`config.mk`:
```
export PLATFORM = sky130hd
export DESIGN_NAME = riscv_v_pipe_ctrl
export DESIGN_NICKNAME = d
export VERILOG_FILES = /design/src/rtl/riscv_v_pkg.sv /design/src/rtl/riscv_v_pipe_ctrl_adv.sv /design/src/rtl/riscv_v_pipe_ctrl.sv
export SDC_FILE = /design/constraint.sdc
export NUM_CORES = 1
export LEC_CHECK = 0
export ABC_AREA = 0
export CORE_MARGIN = 1
export CORE_UTILIZATION = 48
export CTS_CLUSTER_DIAMETER = 60
export CTS_CLUSTER_SIZE = 14
export DETAILED_ROUTE_END_ITERATION = 16
export PLACE_DENSITY = 0.86
export SLEW_MARGIN = 30
export SYNTH_ARGS = -nofsm -noshare
export SYNTH_HDL_FRONTEND = slang
export SYNTH_SLANG_ARGS = --single-unit
```
`constraint.sdc`:
```
create_clock -name clk -period 3 [get_ports clk]
set_input_delay 0.6 -clock clk [delete_from_list [all_inputs] [get_ports clk]]
set_output_delay 0.6 -clock clk [all_outputs]
set_load 0.02 [all_outputs]
```
`src/rtl/riscv_v_pkg.sv`:
```
// Shared types and helpers for the vector pipeline control logic.
// Stage bit-vectors are carried at a fixed maximum width and sliced by users.
package riscv_v_pkg;

  localparam int MAX_STAGES = 32;

  typedef logic [MAX_STAGES-1:0] stage_vec_t;

  // Width needed to hold a stage index or a count in 0..n.
  function automatic int kw_of(input int n);
    return $clog2(n + 1);
  endfunction

  function automatic int count_ones(input stage_vec_t v);
    int c;
    c = 0;
    for (int i = 0; i < MAX_STAGES; i++) begin
      c += int'(v[i]);
    end
    return c;
  endfunction

endpackage

```
`src/rtl/riscv_v_pipe_ctrl_adv.sv`:
```
// Combinational advance chain: turns per-stage valid bits plus flush/kill requests
// into the en/flush strobes of the stage registers and the issue-side ready.
module riscv_v_pipe_ctrl_adv
  import riscv_v_pkg::*;
#(
  parameter  int NUM_STAGES = 4,
  localparam int KW         = kw_of(NUM_STAGES)
) (
  input  logic                  rst,
  input  logic [NUM_STAGES-1:0] valid,
  input  logic                  out_ready,
  input  logic                  flush_req,
  input  logic                  kill_req,
  input  logic [KW-1:0]         kill_upto,
  output logic [NUM_STAGES-1:0] stage_en,
  output logic [NUM_STAGES-1:0] stage_flush,
  output logic                  in_ready
);

  logic [NUM_STAGES-1:0] adv;
  logic [NUM_STAGES-1:0] kill_mask;

  // An empty stage can always load, so bubbles are squeezed out even under stall.
  always_comb begin
    adv = '0;
    adv[NUM_STAGES-1] = !valid[NUM_STAGES-1] | out_ready;
    for (int i = NUM_STAGES - 2; i >= 0; i--) begin
      adv[i] = !valid[i] | adv[i+1];
    end
  end

  // Reset and full flush kill everything; a partial kill covers stages 1..kill_upto,
  // which naturally saturates to a full kill when kill_upto >= NUM_STAGES.
  always_comb begin
    kill_mask = '0;
    if (rst || flush_req) begin
      kill_mask = '1;
    end else if (kill_req) begin
      for (int i = 0; i < NUM_STAGES; i++) begin
        kill_mask[i] = (i < int'(kill_upto));
      end
    end
  end

  assign stage_flush = kill_mask;
  assign stage_en    = adv & ~kill_mask;
  assign in_ready    = adv[0] & !flush_req & !kill_req & !rst;

endmodule

```
`src/rtl/riscv_v_pipe_ctrl.sv`:
```
// Vector pipeline control: per-stage valid tracking, occupancy and a saturating
// stall counter around the combinational advance chain.
module riscv_v_pipe_ctrl
  import riscv_v_pkg::*;
#(
  parameter  int NUM_STAGES = 4,
  parameter  int CNT_W      = 32,
  localparam int KW         = kw_of(NUM_STAGES)
) (
  input  logic                  clk,
  input  logic                  rst,
  input  logic                  in_valid,
  output logic                  in_ready,
  input  logic                  out_ready,
  output logic                  out_valid,
  input  logic                  flush_req,
  input  logic                  kill_req,
  input  logic [KW-1:0]         kill_upto,
  output logic [NUM_STAGES-1:0] stage_en,
  output logic [NUM_STAGES-1:0] stage_flush,
  output logic [NUM_STAGES-1:0] stage_valid,
  output logic [KW-1:0]         occupancy,
  output logic [CNT_W-1:0]      stall_cnt
);

  logic [NUM_STAGES-1:0] vld_p0;
  logic [NUM_STAGES-1:0] vld_p1;
  logic [NUM_STAGES-1:0] src_vld;

  function automatic logic [CNT_W-1:0] sat_inc(input logic [CNT_W-1:0] c);
    return (&c) ? c : c + CNT_W'(1);
  endfunction

  riscv_v_pipe_ctrl_adv #(
    .NUM_STAGES(NUM_STAGES)
  ) u_adv (
    .rst        (rst),
    .valid      (vld_p1),
    .out_ready  (out_ready),
    .flush_req  (flush_req),
    .kill_req   (kill_req),
    .kill_upto  (kill_upto),
    .stage_en   (stage_en),
    .stage_flush(stage_flush),
    .in_ready   (in_ready)
  );

  // p0: next-state valid; a killed source hands a bubble to the stage above it.
  always_comb begin
    src_vld    = '0;
    src_vld[0] = in_valid & in_ready;
    for (int i = 1; i < NUM_STAGES; i++) begin
      src_vld[i] = vld_p1[i-1] & !stage_flush[i-1];
    end
    vld_p0 = vld_p1;
    for (int i = 0; i < NUM_STAGES; i++) begin
      if (stage_flush[i]) begin
        vld_p0[i] = 1'b0;
      end else if (stage_en[i]) begin
        vld_p0[i] = src_vld[i];
      end
    end
  end

  // p1: registered stage valids, occupancy and stall statistics.
  always_ff @(posedge clk) begin
    if (rst) begin
      vld_p1    <= '0;
      occupancy <= '0;
      stall_cnt <= '0;
    end else begin
      vld_p1    <= vld_p0;
      occupancy <= KW'(count_ones(stage_vec_t'(vld_p0)));
      if (in_valid && !in_ready) begin
        stall_cnt <= sat_inc(stall_cnt);
      end
    end
  end

  assign stage_valid = vld_p1;
  assign out_valid   = vld_p1[NUM_STAGES-1];

endmodule

```
==> summary.txt <==
LOGIC SYNTHESIS
--------------------------------------------------------------------------------
Share of synthesized flip-flops with an asynchronous set or reset             0%
Leading area contributor after synthesis                                 dfxtp_1
Post-synth top flop                                                      dfxtp_1
Post-synth EDFFs                                                               0
Cell with the most instances after synthesis                             dfxtp_1
Number of nets produced by synthesis                                         257
Synthesized cell area                                                   2150 um2
Cell count after synthesis                                                   244
Distinct cell type count of the synthesized netlist                           51
Warning count from the yosys run                                               0
Synth top area cells                                                dfxtp_1 (36%), a21oi_1 (5.8%), o21ai_0 (4.0%)
Area share of the largest cell type after synthesis                        36.3%
Leading cell types by count after synthesis                         dfxtp_1 (39), a21oi_1 (25), nor2_1 (21)
Post-synthesis register bit count                                             39
Proportion of synthesized chip area in sequential cells                    36.3%
Post-Syn Area per Cell                                                  8.81 um2

WORST SETUP PATH
--------------------------------------------------------------------------------
Element type at the critical path start                             primary input
Peak fanout along the critical path                                            4
Critical path class                                                 primary input to output port
Worst EP required                                                        2.40 ns
Crit. End Element                                                    output port
Critical Path AT                                                         2.31 ns

POWER AND IR DROP
--------------------------------------------------------------------------------
Share of power burned in registers                                         55.3%
Leakage power total                                                     0.994 nW
Switching power as a share of total power                                  24.2%
Internal Pwr Total                                                        719 uW
Net load switching power                                                  229 uW
Combinational fraction of design power                                      8.9%
Maximum VDD drop                                                        0.209 mV
Clock share of power                                                       35.8%
PD cells                                                              332 nW/um2

CLOCK NETWORK
--------------------------------------------------------------------------------
Buffer levels on the longest clock path                                        2
CTS Hold Buffers Added                                                         0
Total clock sinks                                                             39
Clock latency on the worst-skew pair                                     0.30 ns
TritonCTS clock tree                                                         yes
Maximum level of the CTS H-tree                                                2
Clock transition at path regs                                            0.07 ns
Clk root buf                                                            clkbuf_8
Total clock buffers created by CTS                                             5

DRT
--------------------------------------------------------------------------------
Vias post-DR                                                                2063
Drt pass-1 iters                                                               4
Per-cell routed wire length                                              14.3 um
Post-DR vias/cell                                                           5.75
DRC violations left                                                            0
Final ANT Viol Nets                                                            0
Total Wirelength                                                         5.14 mm
Number of DRC markers after the initial detailed-route iteration             122

FINAL LAYOUT
--------------------------------------------------------------------------------
Final antenna diode count                                                      0
Ratio of cells with drive above 1 in the final layout                      14.2%
Final-stage net count                                                        322
Post-route standard cell area excluding fillers                         2860 um2
Area overhead of the layout relative to synthesis                          32.9%

STA
--------------------------------------------------------------------------------
Final critical-path share of the clock period                              97.1%
Normalized max-slew margin                                                 47.5%
Worst Clk Skew                                                         0.0109 ns
Worst-Margin Slew                                                       0.787 ns
Setup violators final                                                          0
Max-slew violations                                                            0
Top achievable clock speed                                             0.343 GHz
Summed negative setup slack over all endpoints                              0 ns
Hold violation total from the final report                                     0
Least setup slack across all paths after layout                        0.0861 ns
Final critical delay including setup and external delays                 2.91 ns
RSZ-0062 raised after global routing                                          no

DIE
--------------------------------------------------------------------------------
Starting utilization of the core area                                      51.9%
Ports                                                                         58
Die outline width                                                        68.9 um
Core Box Area                                                           4140 um2
Total Die Area                                                          4750 um2
Height of the chip                                                       68.9 um
Rows                                                                          23

GRT
--------------------------------------------------------------------------------
Initial antenna violation count                                                0
Total track usage                                                          24.8%
Maximum number of pins on one net before global-route repair                  40
Via count of the first global-routing pass                                  1923
Congestion Overflow GR                                                         0
Global-route wire length before repair                                   8.69 mm

PLACE
--------------------------------------------------------------------------------
# port buffers                                                                57
Post-placement worst setup slack                                       -0.121 ns
Placed Area                                                             2770 um2
Detailed placement HPWL                                                  3.84 mm
Final weighted congestion of routability-driven global placement           0.880

WORST HOLD PATH
--------------------------------------------------------------------------------
Min-Delay Path Class                                                register to register

FLOW RUN
--------------------------------------------------------------------------------
Reported max-cap violation count                                               0

OUTCOME
--------------------------------------------------------------------------------
Outcome                                                             finished clean

==> critical path: stages <==
cell,delay (ns)
clkdlybuf4s50_1,0.44
buf_4,0.16
nor3_2,0.26
o21ai_0,0.18
inv_1,0.08
clkdlybuf4s50_1,0.60
==> placed cells by master, fill, tap and decap left out, types with 3 or more instances in the layout <==
cell              n
dfxtp_1          39
nor2_1           21
nand2_1          15
o21ai_0          17
a21oi_1          25
nand4_1           7
clkdlybuf4s50_1  52
or4_1             6
clkbuf_8          5
o31ai_1           7
ha_1              3
inv_1            12
nor2b_1           7
or3_2             4
or2_2             3
o22ai_1           4
dlygate4sd2_1     4
or3_1             9
nand3_1          11
buf_4            11
xor2_1            4
==> cell type report <==
cell class | count | area (um2)
repair buffers | 68 | 651
multi-input cells | 183 | 1240
well taps | 50 | 62.6
fillers | 332 | 1290
inverters | 12 | 45.0
flip-flops and latches | 39 | 781
clock inverters | 2 | 13.8
clock buffers | 5 | 68.8
==> timing repair <==
item | CTS | global route
setup buffers | 0 | 0
endpoints found under the setup margin | 5 | 1
resized for setup | 5 | 1
==> state kept, by name, summed over array words and instances (netlist names) <==
| register | flops |
|---|---|
| stage_valid | 4 |
| occupancy | 3 |
| stall_cnt | 32 |
==> stage by stage <==
step | power (mW) | util, % | instances | hold slack [ns]
floorplan | 0.582 | - | 244 | 0.559
detailed placement | 0.623 | 66.9 | 352 | 0.490
global placement | 0.621 | 66.9 | 352 | 0.479
global route | 0.992 | 69.0 | 359 | 0.513
CTS | 0.957 | 68.9 | 359 | 0.501
finish | 0.948 | 69.0 | 359 | 0.496
==> power groups by stage <==
stage | sequential [mW] | clock [mW] | combinational [mW]
after floorplan | 0.540 | 0 | 0.0420
after global placement | 0.537 | 0 | 0.0845
after detailed placement | 0.537 | 0 | 0.0858
after CTS | 0.525 | 0.348 | 0.0844
after global routing | 0.525 | 0.376 | 0.0913
final | 0.525 | 0.339 | 0.0843
==> routing by layer <==
metal,part of all wire (%),global-route usage [%],vias up
li1,-,-,1034
met1,44,30.9,963
met2,49,40.2,57
met3,5.1,4.93,9
met4,1.9,12.2,0
met5,0,0,-
==> cell families after synthesis <==
family	Yosys count	synth area share (%)
and+or+nand+nor	105	30.8
AOI/OAI and AO/OA	66	20.2
DFF	39	36.3
buffers and inverters	22	6.46
xor gates and xnor gates	5	2.04
adders and majority gates	4	2.68
muxes	3	1.51
==> worst paths after layout <==
check | startpoint | cells past startpoint | slack [ns] | end
worst min register to register | stall_cnt[29]$_SDFFE_PP0P_ | 2 | 0.50 | stall_cnt[29]$_SDFFE_PP0P_
worst max register to register | stall_cnt[0]$_SDFFE_PP0P_ | 6 | 0.50 | stall_cnt[27]$_SDFFE_PP0P_
worst max-delay path | kill_req | 6 | 0.09 | in_ready
worst min-delay path | stall_cnt[29]$_SDFFE_PP0P_ | 2 | 0.50 | stall_cnt[29]$_SDFFE_PP0P_
Note: power is estimated with default switching activity, not from simulation.
